$ cat src/rtl/serial_rx_ctrl.sv
`default_nettype none
//============================================================================
// Module   : serial_rx_ctrl
// Brief    : Serial receive bit-timing controller: line sync, start detect,
//            mid-bit sampling, stop-bit check and consumer status flags.
// Revision : 1.0 - initial release
//============================================================================
module serial_rx_ctrl #(
  parameter int CLKS_PER_BIT = 10,
  parameter int DATA_BITS    = 8
) (
  input  logic clk,
  input  logic n_rst,
  input  logic serial_in,
  input  logic data_read,
  output logic shift_enable,
  output logic sample_bit,
  output logic packet_done,
  output logic data_ready,
  output logic framing_error,
  output logic overrun_error,
  output logic busy
);

  localparam int c_tw    = $clog2(CLKS_PER_BIT);
  localparam int c_cw    = $clog2(DATA_BITS + 1);
  localparam logic [c_tw-1:0] c_half     = c_tw'(CLKS_PER_BIT / 2 - 1);
  localparam logic [c_tw-1:0] c_last     = c_tw'(CLKS_PER_BIT - 1);
  localparam logic [c_cw-1:0] c_bit_last = c_cw'(DATA_BITS - 1);

  typedef enum logic [1:0] {
    S_IDLE  = 2'd0,
    S_START = 2'd1,
    S_DATA  = 2'd2,
    S_STOP  = 2'd3
  } state_t;

  state_t          r_state, w_state_nxt;
  logic [c_tw-1:0] r_timer, w_timer_nxt;
  logic [c_cw-1:0] r_bitcnt, w_bitcnt_nxt;
  logic            r_sync, r_line_s, r_line_d;
  logic            r_shift_en, w_shift_en_nxt;
  logic            r_sample, w_sample_nxt;
  logic            r_done, w_done_nxt;
  logic            r_ready, w_ready_nxt;
  logic            r_ferr, w_ferr_nxt;
  logic            r_ovr, w_ovr_nxt;
  logic            r_busy;
  logic            w_start_edge;

  // Synchronizer idles high so reset never looks like a falling edge.
  always_ff @(posedge clk) begin
    if (!n_rst) begin
      r_sync   <= 1'b1;
      r_line_s <= 1'b1;
      r_line_d <= 1'b1;
    end else begin
      r_sync   <= serial_in;
      r_line_s <= r_sync;
      r_line_d <= r_line_s;
    end
  end

  assign w_start_edge = r_line_d & ~r_line_s;

  always_ff @(posedge clk) begin
    if (!n_rst) begin
      r_state    <= S_IDLE;
      r_timer    <= '0;
      r_bitcnt   <= '0;
      r_shift_en <= 1'b0;
      r_sample   <= 1'b0;
      r_done     <= 1'b0;
      r_ready    <= 1'b0;
      r_ferr     <= 1'b0;
      r_ovr      <= 1'b0;
      r_busy     <= 1'b0;
    end else begin
      r_state    <= w_state_nxt;
      r_timer    <= w_timer_nxt;
      r_bitcnt   <= w_bitcnt_nxt;
      r_shift_en <= w_shift_en_nxt;
      r_sample   <= w_sample_nxt;
      r_done     <= w_done_nxt;
      r_ready    <= w_ready_nxt;
      r_ferr     <= w_ferr_nxt;
      r_ovr      <= w_ovr_nxt;
      r_busy     <= (r_state != S_IDLE);
    end
  end

  always_comb begin
    w_state_nxt    = r_state;
    w_timer_nxt    = r_timer;
    w_bitcnt_nxt   = r_bitcnt;
    w_shift_en_nxt = 1'b0;
    w_sample_nxt   = 1'b0;
    w_done_nxt     = 1'b0;
    w_ready_nxt    = r_ready;
    w_ferr_nxt     = r_ferr;
    w_ovr_nxt      = r_ovr;

    if (data_read) begin
      w_ready_nxt = 1'b0;
      w_ovr_nxt   = 1'b0;
    end

    case (r_state)
      S_IDLE: begin
        if (w_start_edge) begin
          w_state_nxt = S_START;
          w_timer_nxt = '0;
          w_ferr_nxt  = 1'b0;
        end
      end
      S_START: begin
        if (r_timer == c_half) begin
          w_timer_nxt  = '0;
          w_bitcnt_nxt = '0;
          w_state_nxt  = r_line_s ? S_IDLE : S_DATA;
        end else begin
          w_timer_nxt = r_timer + 1'b1;
        end
      end
      S_DATA: begin
        if (r_timer == c_last) begin
          w_timer_nxt    = '0;
          w_shift_en_nxt = 1'b1;
          w_sample_nxt   = r_line_s;
          w_bitcnt_nxt   = r_bitcnt + 1'b1;
          if (r_bitcnt == c_bit_last) begin
            w_state_nxt = S_STOP;
          end
        end else begin
          w_timer_nxt = r_timer + 1'b1;
        end
      end
      S_STOP: begin
        if (r_timer == c_last) begin
          w_timer_nxt = '0;
          w_state_nxt = S_IDLE;
          if (r_line_s) begin
            w_done_nxt  = 1'b1;
            w_ready_nxt = 1'b1;
            // A read landing on the completion cycle consumes the old word.
            if (r_ready && !data_read) begin
              w_ovr_nxt = 1'b1;
            end
          end else begin
            w_ferr_nxt = 1'b1;
          end
        end else begin
          w_timer_nxt = r_timer + 1'b1;
        end
      end
      default: begin
        w_state_nxt = S_IDLE;
      end
    endcase
  end

  assign shift_enable  = r_shift_en;
  assign sample_bit    = r_sample;
  assign packet_done   = r_done;
  assign data_ready    = r_ready;
  assign framing_error = r_ferr;
  assign overrun_error = r_ovr;
  assign busy          = r_busy;

endmodule
`default_nettype wire

$ cat config.mk
export PLATFORM = sky130hd
export DESIGN_NAME = serial_rx_ctrl
export DESIGN_NICKNAME = d
export VERILOG_FILES = /design/src/rtl/serial_rx_ctrl.sv
export SDC_FILE = /design/constraint.sdc
export NUM_CORES = 1
export LEC_CHECK = 0
export ABC_AREA = 1
export BUFFER_PORTS_ARGS = -buffer_cell sky130_fd_sc_hd__buf_4
export CAP_MARGIN = 20
export CORE_AREA = 2 2 65 67
export CTS_BUF_LIST = sky130_fd_sc_hd__clkbuf_16
export DETAILED_ROUTE_END_ITERATION = 8
export DIE_AREA = 0 0 67 69
export PLACE_DENSITY_LB_ADDON = 0.12
export RECOVER_POWER = 100
export SLEW_MARGIN = 15
export SYNTH_ARGS = -nofsm -noshare
export SYNTH_HDL_FRONTEND = slang
export SYNTH_SLANG_ARGS = --single-unit
$ cat constraint.sdc
create_clock -name clk -period 2.4 [get_ports clk]
set_clock_uncertainty 0.05 [all_clocks]
set_input_delay 0.12 -clock clk [delete_from_list [all_inputs] [get_ports clk]]
set_output_delay 0.12 -clock clk [all_outputs]
set_load 0.005 [all_outputs]
=== Yosys cells after proc, flatten, opt, wreduce, memory -nomap -nowiden ===
Cells that the tools add are included.

* Flip-flop bits (word level): 20
* Bits of input ports: 4
* Word-level logic and storage cells: 71

* Add/sub/neg operators: 2
* Eq/ne operators: 12
* Multiplexer cells: 29
* Bitwise gates (word level): 2
* Reduce and logical (&&, ||, !) cells: 13

{| class="wikitable"
|+ Operator list
! cell !! number
|-
| 4-bit 2-to-1 mux || 5
|-
| 1-bit 2-to-1 mux || 14
|-
| 2-bit 2-to-1 mux || 6
|-
| 2-bit != test, second input constant || 6
|-
| 4-bit case mux with 3 select lines || 1
|-
| 3-bit AND reduction || 3
|-
| 4-bit by 1-bit adder with 4-bit output, second input constant || 2
|-
| 4-bit by 3-bit equality test with 1-bit output, second input constant || 2
|-
| 2-bit case mux with 4 select lines || 1
|-
| 4-bit case mux with 2 select lines || 1
|-
| 2-bit nonzero test || 3
|-
| 5-bit AND reduction || 1
|-
| 2-bit equality test, second input constant || 2
|-
| 4-bit equality test, second input constant || 1
|-
| 4-bit AND reduction || 1
|-
| 2-bit by 1-bit equality test with 1-bit output, second input constant || 1
|-
| 2-bit zero test || 1
|-
| 1-bit case mux with 2 select lines || 1
|-
| 2-bit AND reduction || 1
|-
| 2-bit OR reduction || 1
|-
| 1-bit bitwise AND || 1
|-
| 1-bit logical AND || 1
|-
| 1-bit zero test || 1
|-
| 1-bit NOT || 1
|}

=== Depth between registers and ports, before layout ===
Gate-level depths: netlist of run 1.

* Depth in word-level cells: 6
* Mapped depth: 9

=== Worst setup path before layout of run 1 ===
Ideal clock, no wire load.

* Kind: register to register
* From: reg r_bitcnt[0]
* To: reg r_bitcnt[2]
* Setup time: 0.070 ns
* Arrival time: 1.090 ns
* Required time: 2.280 ns
* Slack: 1.191 ns
* Stages on the path, launching flop included: 7
* Cells stage by stage: dfxtp_1 > ha_1 > inv_1 > or2_2 > a21oi_1 > nand2_1 > a21oi_1

* Word-level cells in the longest chain between the ends: 3

{| class="wikitable"
|+ RTL lines
! element !! RTL line !! text
|-
| from (decl) || 40 || <nowiki>logic [c_cw-1:0] r_bitcnt, w_bitcnt_nxt;</nowiki>
|-
| from (signal assigned) || 81 || <nowiki>r_bitcnt <= w_bitcnt_nxt;</nowiki>
|-
| 4-bit by 1-bit adder with 4-bit output || 130 || <nowiki>w_bitcnt_nxt = r_bitcnt + 1'b1;</nowiki>
|-
| 4-bit 2-to-1 mux || 126 || <nowiki>if (r_timer == c_last) begin</nowiki>
|-
| 4-bit case mux with 2 select lines || 108 || <nowiki>case (r_state)</nowiki>
|}

No other way between the ends. The select of a mux whose other input is x is not followed.
A chain may end at the register's enable or synchronous reset.

=== Final worst setup path of run 1 ===
* From: reg r_timer[0]
* To: reg r_bitcnt[2]

* Word-level cells in the longest chain between the ends: 3

{| class="wikitable"
|+ RTL lines
! element !! RTL line !! text
|-
| from (decl) || 39 || <nowiki>logic [c_tw-1:0] r_timer, w_timer_nxt;</nowiki>
|-
| from (signal assigned) || 80 || <nowiki>r_timer <= w_timer_nxt;</nowiki>
|-
| 4-bit equality test / 4-bit by 3-bit equality test with 1-bit output (equally long branches) || 126, 117 ||
|-
| 2-bit != test (no source line) || - ||
|-
| 3-bit AND reduction (no source line) * || - ||
|}

Mark *: on every way between the ends. The rest lies on a longest branch, timed or not.

==> key figures, run 1 <==
Cells and area
  – Layout cells sized above 1: 0.1377
  – Leading cell types in the layout, fill and taps excluded: 27 x nand2_1, 20 x dfxtp_1, 18 x inv_1
  – Nets: 147
  – Commonest non-fill, non-tap cell in the layout: nand2_1
  – Final instance area: about 0.0011 mm2
  – Non-filler cells, final: approximately 190
  – Area delta synth->final: 18.65%
  – Final core occ: 0.2868
  – # diodes: 0

CTS
  – Clk sink count: 20
  – Skew-Pair Late Insertion Delay: 0.25 ns
  – CTS Buf Count: 3
  – Max H-tree Level: 1
  – CTS Root Cell: clkbuf_16
  – Setup Fix Bufs, Post-CTS: 0
  – Clk buf depth: 2
  – Clock transition at the registers of the reported paths: 0.06 ns
  – PostCTS Resize Cnt: 0
  – CTS tree: done
  – CTS Hold Bufs: 0

Floorplan
  – Die Wd: roughly 67 um
  – Starting density of the core: 0.2417
  – Top-level I/O count: 11
  – Die Span Y: roughly 69 um
  – Row count: 23
  – Core ar.: about 0.0039 mm2
  – DIE AREA: about 0.0046 mm2

Timing
  – Final Max Slew Viols: 0
  – Final Setup Violations: 0
  – F_max: ~640 MHz
  – RSZ-0062 raised after global routing: false
  – Worst Tran Pin Value: roughly 0.47 ns
  – Normalized max-slew margin: 0.6893
  – Final TNS setup: 0 ns
  – Count of final hold-check violations: 0
  – Period utilization: 0.6483
  – WHS: 0.006712 ns
  – Setup ws final: between 0.8 and 0.9 ns
  – Crit path time final: 1.556 ns

Placed design
  – Gpl congestion: 0.7308
  – I/O Buffers: 10
  – HPWL after detailed placement: approximately 1.5 mm
  – Setup WS pre-CTS: a little over 1 ns
  – Placed inst area: between 0.001 and 0.0015 mm2
  – Placed Cells: about 180

GRT
  – Total gr overflow: 0
  – Vias in the first global route: roughly 750
  – First-pass GRT wire length: about 3.5 mm
  – GRT Total Usage: 0.09908
  – Largest net degree at the start of global routing: 14
  – Initial antenna violation count: 0

Routing
  – Antenna Violating Nets Remaining: 0
  – Post-Route WL: just under 2 mm
  – Routed vias/inst: ~4.2
  – Via Count: 795
  – WL/cell: ~11 um
  – DRT Pass-1 Iters: 2
  – DRC: 0
  – Number of DRC markers in iteration 0: 24

Critical path
  – Data required, critical path: roughly 2.5 ns
  – WP data arrival: between 1.5 and 2 ns
  – Setup crit start kind: flip-flop
  – Max FO, Critical Path: 7
  – Crit-path slowest cell: dfxtp_1
  – Most frequent CP cell: nand2_1
  – CP endpoint kind: flip-flop
  – Crit-path max cell delay: roughly 0.43 ns
  – Setup CP Type: flip-flop to flip-flop
  – Crit-path cells: ha_1, nand3_1, nor2_1, inv_1, nand2_1, nand2_1, a21oi_1

Logic synthesis
  – Avg Cell Area, Syn: 7.448 um2
  – Post-synth top area share: 0.4233
  – Synth cell types: 21
  – Area contributors post-synth: dfxtp_1 42%, nand2_1 10%, nand3_1 7.4%
  – Sequential share of the synthesized area: 0.4233
  – Syn nets: 135
  – Yosys top cell by area: dfxtp_1
  – Cell area after synthesis: around 950 um2
  – Ys Warns: 0
  – Synthesized netlist cell count: between 100 and 150
  – Yosys reg bits: 20

Run status
  – Status: finished clean

Worst hold path
  – Min-delay worst type: primary input to flip-flop

Pwr
  – Leak: slightly below 0.5 nW
  – PwrDens: around 690 mW/mm2
  – Worst vdd ir: 0.2635 mV
  – Tot Pwr: slightly below 0.8 mW

Run
  – Max Cap Viol: 0
## final timing paths
check,to,from,slack [ns],cells past startpoint
worst max-delay path,r_bitcnt[2],r_timer[0],0.84,7
worst min-delay path,r_sync,serial_in,0.007,2
worst max register to register,r_bitcnt[2],r_timer[0],0.84,7
worst min register to register,r_line_s,r_sync,0.36,1
## power by group
part | leakage, nW | switching (mW) | internal [mW]
Sequential | 0.162 | 0.0112 | 0.344
Combinational | 0.289 | 0.0480 | 0.0269
Clock | 0.0385 | 0.124 | 0.222
Total | 0.490 | 0.183 | 0.593
## critical path: cells and delay by family (launching register included)
kind            cells  cell delay (ns)
simple gates        4             0.53
compound gates      1             0.12
fa+ha+maj           1             0.21
flops               1             0.43
buf+inv             1             0.14
## cell families after synthesis
family,after synthesis,share of synthesized area
AND/OR/NAND/NOR,65,0.3360
adder cells (fa/ha/maj),4,0.05291
AO/OA/AOI/OAI,16,0.08466
buffers and inverters,21,0.09391
XOR/XNOR,1,0.009261
flip-flops,20,0.4233
## cells in the mapped netlist
cell and instances:
nand4_2 1, nand4_1 4, nand3_2 1, ha_1 4
a21oi_1 10, nor2_1 10, nand2_2 2, dfxtp_1 20
inv_2 1, nand3_1 14, nor3_1 1, or2_2 3
buf_2 2, inv_1 17, nand2_1 26, nor2_4 1
nand2_4 1, nor2_2 1, buf_6 1, o21ai_0 6
xor2_1 1
## state kept, by name, summed over array words and instances (netlist names), named ones only
name           flops
busy               1
data_ready         1
framing_error      1
overrun_error      1
packet_done        1
r_bitcnt           4
r_line_d           1
r_line_s           1
r_state            1
r_sync             1
r_timer            4
sample_bit         1
shift_enable       1
## area by class of cell
class,instances,area (um2)
Multi-Input combinational cell,86,441.7
Inverter,18,67.56
Fill cell,451,2791
Timing Repair Buffer,10,71.32
Clock inverter,1,3.754
Tap cell,50,62.56
Sequential cell,20,400.4
Clock buffer,3,75.07
## routing by layer
layer | track usage | share of wire | vias to the layer above
met4 | 0.03401 | 0.012 | 0
met3 | 0.03426 | 0.035 | 5
met2 | 0.1474 | 0.45 | 8
met1 | 0.1320 | 0.50 | 351
met5 | 0 | 0 | -
li1 | - | - | 431
Power figures use the tool's default switching activity.
==> run 2, diff against run 1 <==
==> constraint.sdc (replaced) <==
create_clock -name clk -period 1.3 [get_ports clk]
set_clock_uncertainty 0.05 [all_clocks]
set_input_delay 0.065 -clock clk [delete_from_list [all_inputs] [get_ports clk]]
set_output_delay 0.065 -clock clk [all_outputs]
set_load 0.005 [all_outputs]
==> run 2 against run 1 <==
Compared with the run above:
- first-iteration DRC count grew 25%
- global-route usage rose by 0.29 points
- critical path depth grew 1
- flip-flop and latch count unchanged
- utilization is 4.1 points higher
- fmax rose by 26%
- worst setup slack got worse by 0.78 ns
- sequential power grew 85%
- via count increased by 7.7%
- clock power up 83%
- combinational power rose to 2.7 times the previous value
- sequential share of layout area fell by 4.0 points
==> key figures, run 2 (synthesis gave the netlist of run 1 again) <==
Floorplan
  – Starting density of the core: 0.2417
  – Row count: 23
  – DIE AREA: 0.004623 mm2
  – Top-level I/O count: 11
  – Die Span Y: 69 um
  – Die Wd: approximately 67 um
  – Core ar.: ~0.0039 mm2

GRT
  – Met1 Use GR: 0.1336
  – GRT Total Usage: 0.1019
  – GRT busiest layer: met2
  – Vias in the first global route: roughly 810
  – Met2 usage: 0.1562
  – Largest net degree at the start of global routing: 14
  – Initial antenna violation count: 0
  – First-pass GRT wire length: around 3.7 mm
  – GR Util met3: 0.03426
  – Total gr overflow: 0

Cells and area
  – Leading cell types in the layout, fill and taps excluded: 24 x nand2_1, 16 x inv_1, 15 x dfxtp_1
  – Final core occ: 0.3277
  – Area delta synth->final: 35.58%
  – Nets: roughly 160
  – Fill count: roughly 440
  – Top Registers: r_bitcnt: 4 flops, r_timer: 4 flops
  – # diodes: 0
  – Commonest non-fill, non-tap cell in the layout: nand2_1
  – Sequential cell area: 406.6 um2
  – Multi-input gate area: between 500 and 600 um2
  – Layout cells sized above 1: 0.2993
  – Final instance area: 0.001282 mm2

CTS
  – CTS tree: done
  – Setup Fix Bufs, Post-CTS: 0
  – Clk buf depth: 2
  – CTS Root Cell: clkbuf_16
  – CTS Buf Count: 3
  – Clk sink count: 20
  – Skew-Pair Late Insertion Delay: ~0.25 ns
  – Max H-tree Level: 1
  – Clock transition at the registers of the reported paths: around 0.060 ns

Critical path
  – Crit-path cells: inv_2, ha_4, nand3_4, nor2_4, inv_4, nand2_2, nand2_1, a21oi_1
  – Flop2flop setup slack: 0.07 ns
  – Critical R2R Capture: r_bitcnt[3]
  – Setup crit start kind: flip-flop
  – Crit-path slowest cell: dfxtp_1
  – WP data arrival: approximately 1.4 ns
  – CP endpoint kind: flip-flop
  – Reg2reg start: r_timer[1]
  – Data required, critical path: between 1 and 1.5 ns
  – Crit-path max cell delay: around 0.32 ns
  – Setup CP Type: flip-flop to flip-flop
  – R2R cell count: 8
  – Max FO, Critical Path: 6

Placed design
  – Placed inst area: roughly 0.0011 mm2
  – Gpl congestion: approximately 0.74
  – HPWL after detailed placement: around 1.6 mm
  – I/O Buffers: 10

Pwr
  – Internal power: between 1 and 1.5 mW
  – Net load switching power: about 0.36 mW
  – Leak: between 0.5 and 0.6 nW
  – Worst vdd ir: between 0.7 and 0.8 mV
  – Combinational power share: 0.134
  – Switching share of power: 0.2396
  – Flop pwr share: 0.441
  – Clock group share of total power: 0.425
  – PwrDens: 1163 mW/mm2

Timing
  – Period utilization: 0.9476
  – Final Setup Violations: 0
  – RSZ-0062 raised after global routing: true
  – Final Max Slew Viols: 0
  – F_max: 811.8 MHz
  – Count of final hold-check violations: 0
  – Worst Tran Pin Value: between 0.4 and 0.5 ns
  – Normalized max-slew margin: 0.7008
  – Crit path time final: between 1 and 1.5 ns

Run status
  – Status: finished clean

Routing
  – WL/cell: roughly 11 um
  – Number of DRC markers in iteration 0: 30
  – DRC: 0
  – Antenna Violating Nets Remaining: 0
  – Post-Route WL: roughly 2.2 mm
  – Via Count: 856
  – Routed vias/inst: between 4 and 5
  – DRT Pass-1 Iters: 5

Worst hold path
  – Hold path depth: 2
  – Hold path startpoint: n_rst
  – Min-delay worst type: primary input to flip-flop
  – Hold endpoint: r_line_d

Run
  – Max Cap Viol: 0
run 2: power by group through the flow:
stage	Clock, mW	Combinational [mW]	Sequential, mW
2_1_floorplan	0	0.101	0.667
3_3_place_gp	0	0.171	0.666
3_5_place_dp	0	0.171	0.666
4_1_cts	0.651	0.174	0.653
5_1_grt	0.677	0.226	0.660
6_report	0.634	0.200	0.658
run 2: critical path, delay by kind of cell, from the launching register on:
kind	cells	cell delay [ns]
compound gates	1	0.11
fa+ha+maj	1	0.15
buf+inv	2	0.16
flops	1	0.32
simple gates	4	0.37
run 2: layer usage:
layer,part of all wire,vias up
li1,-,447
met1,0.46,395
met2,0.50,12
met3,0.035,2
met4,0.0076,0
met5,0,-
run 2: what timing repair did:
action | in CTS | in global routing
hold buffers | 1 | 0
gates resized for setup | 0 | 20
setup endpoints to repair | 0 | 12
hold endpoints to repair | 1 | 0
run 2: area by class of cell:
cell class	count	share of cell area
multi-input combinational	86	0.4049
timing repair buffer	19	0.1132
tap	50	0.04878
clock buffer	3	0.05854
sequential	20	0.3171
inverter	18	0.05463
clock inverter	1	0.002927
run 2: stage by stage:
stage / hold slack, ns / power [mW] / setup TNS (ns) / setup slack, ns / std cells
final: 0.01073 / 1.492 / 0 / 0.06811 / 197
after CTS: 0.01549 / 1.478 / 0 / 0.01741 / 197
after global placement: 0.2183 / 0.8368 / 0 / 0.03658 / 192
after detailed placement: 0.2167 / 0.8365 / 0 / 0.02706 / 192
after floorplan: 0.1216 / 0.7674 / 0 / 0.09060 / 127
after global routing: 0.02662 / 1.564 / -0.1222 / -0.03550 / 197
run 2: worst max path at each step:
stage / slack [ns] / cells past startpoint / to / start
finish: 0.07 / 8 / r_bitcnt[3] / r_timer[1]
global route: -0.04 / 7 / r_bitcnt[1] / r_timer[1]
CTS: 0.02 / 7 / r_timer[0] / r_timer[1]
detailed placement: 0.03 / 7 / r_timer[0] / r_timer[1]
global placement: 0.04 / 7 / r_timer[3] / r_timer[0]
floorplan: 0.09 / 6 / r_bitcnt[2] / r_bitcnt[0]
==> run 3, diff against run 2 <==
--- a/config.mk
+++ b/config.mk
@@ -14,6 +14,8 @@
 export DIE_AREA = 0 0 67 69
 export PLACE_DENSITY_LB_ADDON = 0.12
 export RECOVER_POWER = 100
+export SETUP_SLACK_MARGIN = 0.5
+export SKIP_LAST_GASP = 1
 export SLEW_MARGIN = 15
 export SYNTH_ARGS = -nofsm -noshare
 export SYNTH_HDL_FRONTEND = slang
==> constraint.sdc (replaced) <==
create_clock -name clk -period 1.2 [get_ports clk]
set_clock_uncertainty 0.05 [all_clocks]
set_input_delay 0.06 -clock clk [delete_from_list [all_inputs] [get_ports clk]]
set_output_delay 0.06 -clock clk [all_outputs]
set_load 0.005 [all_outputs]
==> run 3 against run 2 <==
Compared with the run above:
- the flow now finishes with violations (negative hold slack)
- utilization grew 5.4 points
- largest power group unchanged
- global-route usage grew 0.48 points
- cell area increased by 16%
- clock power grew 7.4%
- critical endpoint is now r_bitcnt[0]
- register-to-register slack got worse by 0.05 ns
- combinational power up 36%
- fmax is 3.9% higher
- worst setup slack worse by 0.053 ns
- flip-flop and latch count unchanged
- highest routed layer is now met3
- critical path depth down 1
- via count increased by 2.6%
==> key figures, run 3 (synthesis gave the netlist of run 1 again) <==
Run status
  – Status: finished with violations
  – Failing checks: negative hold slack

Placed design
  – Gpl congestion: about 0.75
  – I/O Buffers: 10
  – HPWL after detailed placement: 1.735 mm

GRT
  – Vias in the first global route: 890
  – Initial antenna violation count: 0
  – GRT Total Usage: 0.1068
  – Total gr overflow: 0
  – First-pass GRT wire length: approximately 3.9 mm
  – Largest net degree at the start of global routing: 12

Cells and area
  – # diodes: 0
  – Layout cells sized above 1: 0.5556
  – Final core occ: 0.3817
  – Nets: between 150 and 200
  – Leading cell types in the layout, fill and taps excluded: 21 x nand2_1, 15 x buf_4, 12 x inv_1, 12 x dfxtp_2, 10 x nand3_1
  – Commonest non-fill, non-tap cell in the layout: nand2_1
  – Top Registers: r_bitcnt: 4 flops, r_timer: 4 flops
  – Area delta synth->final: 57.94%
  – Fill count: 429

Timing
  – WHS: -0.05237 ns
  – Normalized max-slew margin: 0.8716
  – Worst Tran Pin Value: ~0.19 ns
  – Crit path time final: 1.185 ns
  – Period utilization: 0.9878
  – Final Max Slew Viols: 0
  – F_max: 843.6 MHz
  – Final Setup Violations: 0
  – Count of final hold-check violations: 1
  – Final TNS setup: 0 ns
  – RSZ-0062 raised after global routing: true

Routing
  – WL/cell: around 11 um
  – Met1 WL: about 1.0 mm
  – Number of DRC markers in iteration 0: 12
  – Detail Route met3 WL: about 50 um
  – Uppermost layer routed: met3
  – Antenna Violating Nets Remaining: 0
  – Via Count: about 880
  – DRC: 0
  – Metal2 WL: between 1 and 1.5 mm
  – Post-Route WL: approximately 2.3 mm
  – Routed vias/inst: 4.325
  – DRT Pass-1 Iters: 2

Critical path
  – Max FO, Critical Path: 3
  – CP endpoint kind: flip-flop
  – Setup crit start kind: flip-flop
  – Crit-path cells: inv_4, ha_4, nand3_4, nor2_4, buf_4, o21ai_0, a21oi_1
  – Critical R2R Capture: r_bitcnt[0]
  – Data required, critical path: roughly 1.3 ns
  – CP bufs+invs: 2
  – WP data arrival: ~1.3 ns
  – Reg2reg start: r_timer[1]
  – Crit-path max cell delay: around 0.33 ns
  – Setup CP Type: flip-flop to flip-flop
  – Kind of cell adding the most delay to the critical path: flip-flops
  – Crit-path slowest cell: dfxtp_2
  – R2R cell count: 7
  – Flop2flop setup slack: around 0.015 ns

Pwr
  – PwrDens: ~1100 mW/mm2
  – Switching share of power: 0.2430
  – Flop pwr share: 0.428
  – Leak: 0.6015 nW
  – Clock group share of total power: 0.409
  – Worst vdd ir: around 0.87 mV
  – Internal power: 1.261 mW
  – Net load switching power: roughly 0.40 mW
  – Combinational power share: 0.163

CTS
  – Clk buf depth: 2
  – CTS tree: done
  – Max H-tree Level: 1
  – Clk sink count: 20
  – CTS Root Cell: clkbuf_16
  – Skew-Pair Late Insertion Delay: about 0.25 ns
  – Clock transition at the registers of the reported paths: roughly 0.06 ns
  – CTS Buf Count: 3

Worst hold path
  – Hold endpoint: r_sync
  – Hold path depth: 2
  – Hold path startpoint: serial_in
  – Min-delay worst type: primary input to flip-flop

Floorplan
  – Top-level I/O count: 11
  – Die Wd: 67 um
  – DIE AREA: between 0.004 and 0.005 mm2
  – Starting density of the core: 0.2417
  – Row count: 23
  – Die Span Y: 69 um
  – Core ar.: a little under 0.004 mm2

Run
  – Max Cap Viol: 0
-- run 3: changes by cell type in the layout (fill, tap and decap cells not counted), sizes merged --
cell and change:
clkbuf -8, buf +15, clkinvlp +1, dlygate4sd3 -1, clkinv -1
-- run 3: what timing repair did --
action	CTS	global route
gates resized for setup	28	24
pin swaps	10	8
hold endpoints to repair	1	1
buffers inserted	4	1
endpoints found under the setup margin	25	25
gates cloned	0	0
-- run 3: power by group through the flow --
stage	Combinational, mW	Sequential, mW	Clock, mW
6_report	0.272	0.713	0.681
5_1_grt	0.301	0.716	0.725
4_1_cts	0.260	0.716	0.702
3_5_place_dp	0.220	0.726	0
3_3_place_gp	0.215	0.724	0
2_1_floorplan	0.134	0.731	0
-- run 3: final cells by class --
| cell class | count | area, um2 | area share |
|---|---|---|---|
| tap | 50 | 62.56 | 0.04188 |
| inverter | 18 | 76.32 | 0.05109 |
| multi-input combinational | 86 | 611.8 | 0.4095 |
| clock inverter | 1 | 3.754 | 0.002513 |
| sequential | 20 | 430.4 | 0.2881 |
| timing repair buffer | 25 | 234.0 | 0.1566 |
| clock buffer | 3 | 75.07 | 0.05025 |
-- run 3: metrics by stage --
step | setup slack [ns] | area, um2 | cells | hold slack (ns) | power, mW
2_1_floorplan | 0.05488 | 1023 | 127 | 0.1166 | 0.8652
3_3_place_gp | -0.01532 | 1215 | 194 | 0.2030 | 0.9397
3_5_place_dp | -0.06892 | 1215 | 194 | 0.2102 | 0.9458
4_1_cts | 0.01287 | 1425 | 202 | -0.05157 | 1.678
5_1_grt | -0.04418 | 1494 | 203 | -0.04933 | 1.742
6_report | 0.01462 | 1494 | 203 | -0.05237 | 1.666
-- run 3: worst max-delay path by stage --
stage                          start           to  cells after the start
after floorplan           r_timer[1]  r_bitcnt[3]                      8
after global placement    r_timer[1]  r_bitcnt[3]                      8
after detailed placement  r_state[0]  r_bitcnt[3]                      6
after CTS                 r_timer[0]    flip-flop                      7
after global routing      r_timer[1]  r_bitcnt[2]                      8
final                     r_timer[1]  r_bitcnt[0]                      7
-- run 3: metal layers --
metal | up-vias | track usage
li1 | 467 | -
met1 | 403 | 0.1382
met2 | 8 | 0.1793
met3 | 0 | 0.02936
met4 | 0 | 0.01361
met5 | - | 0
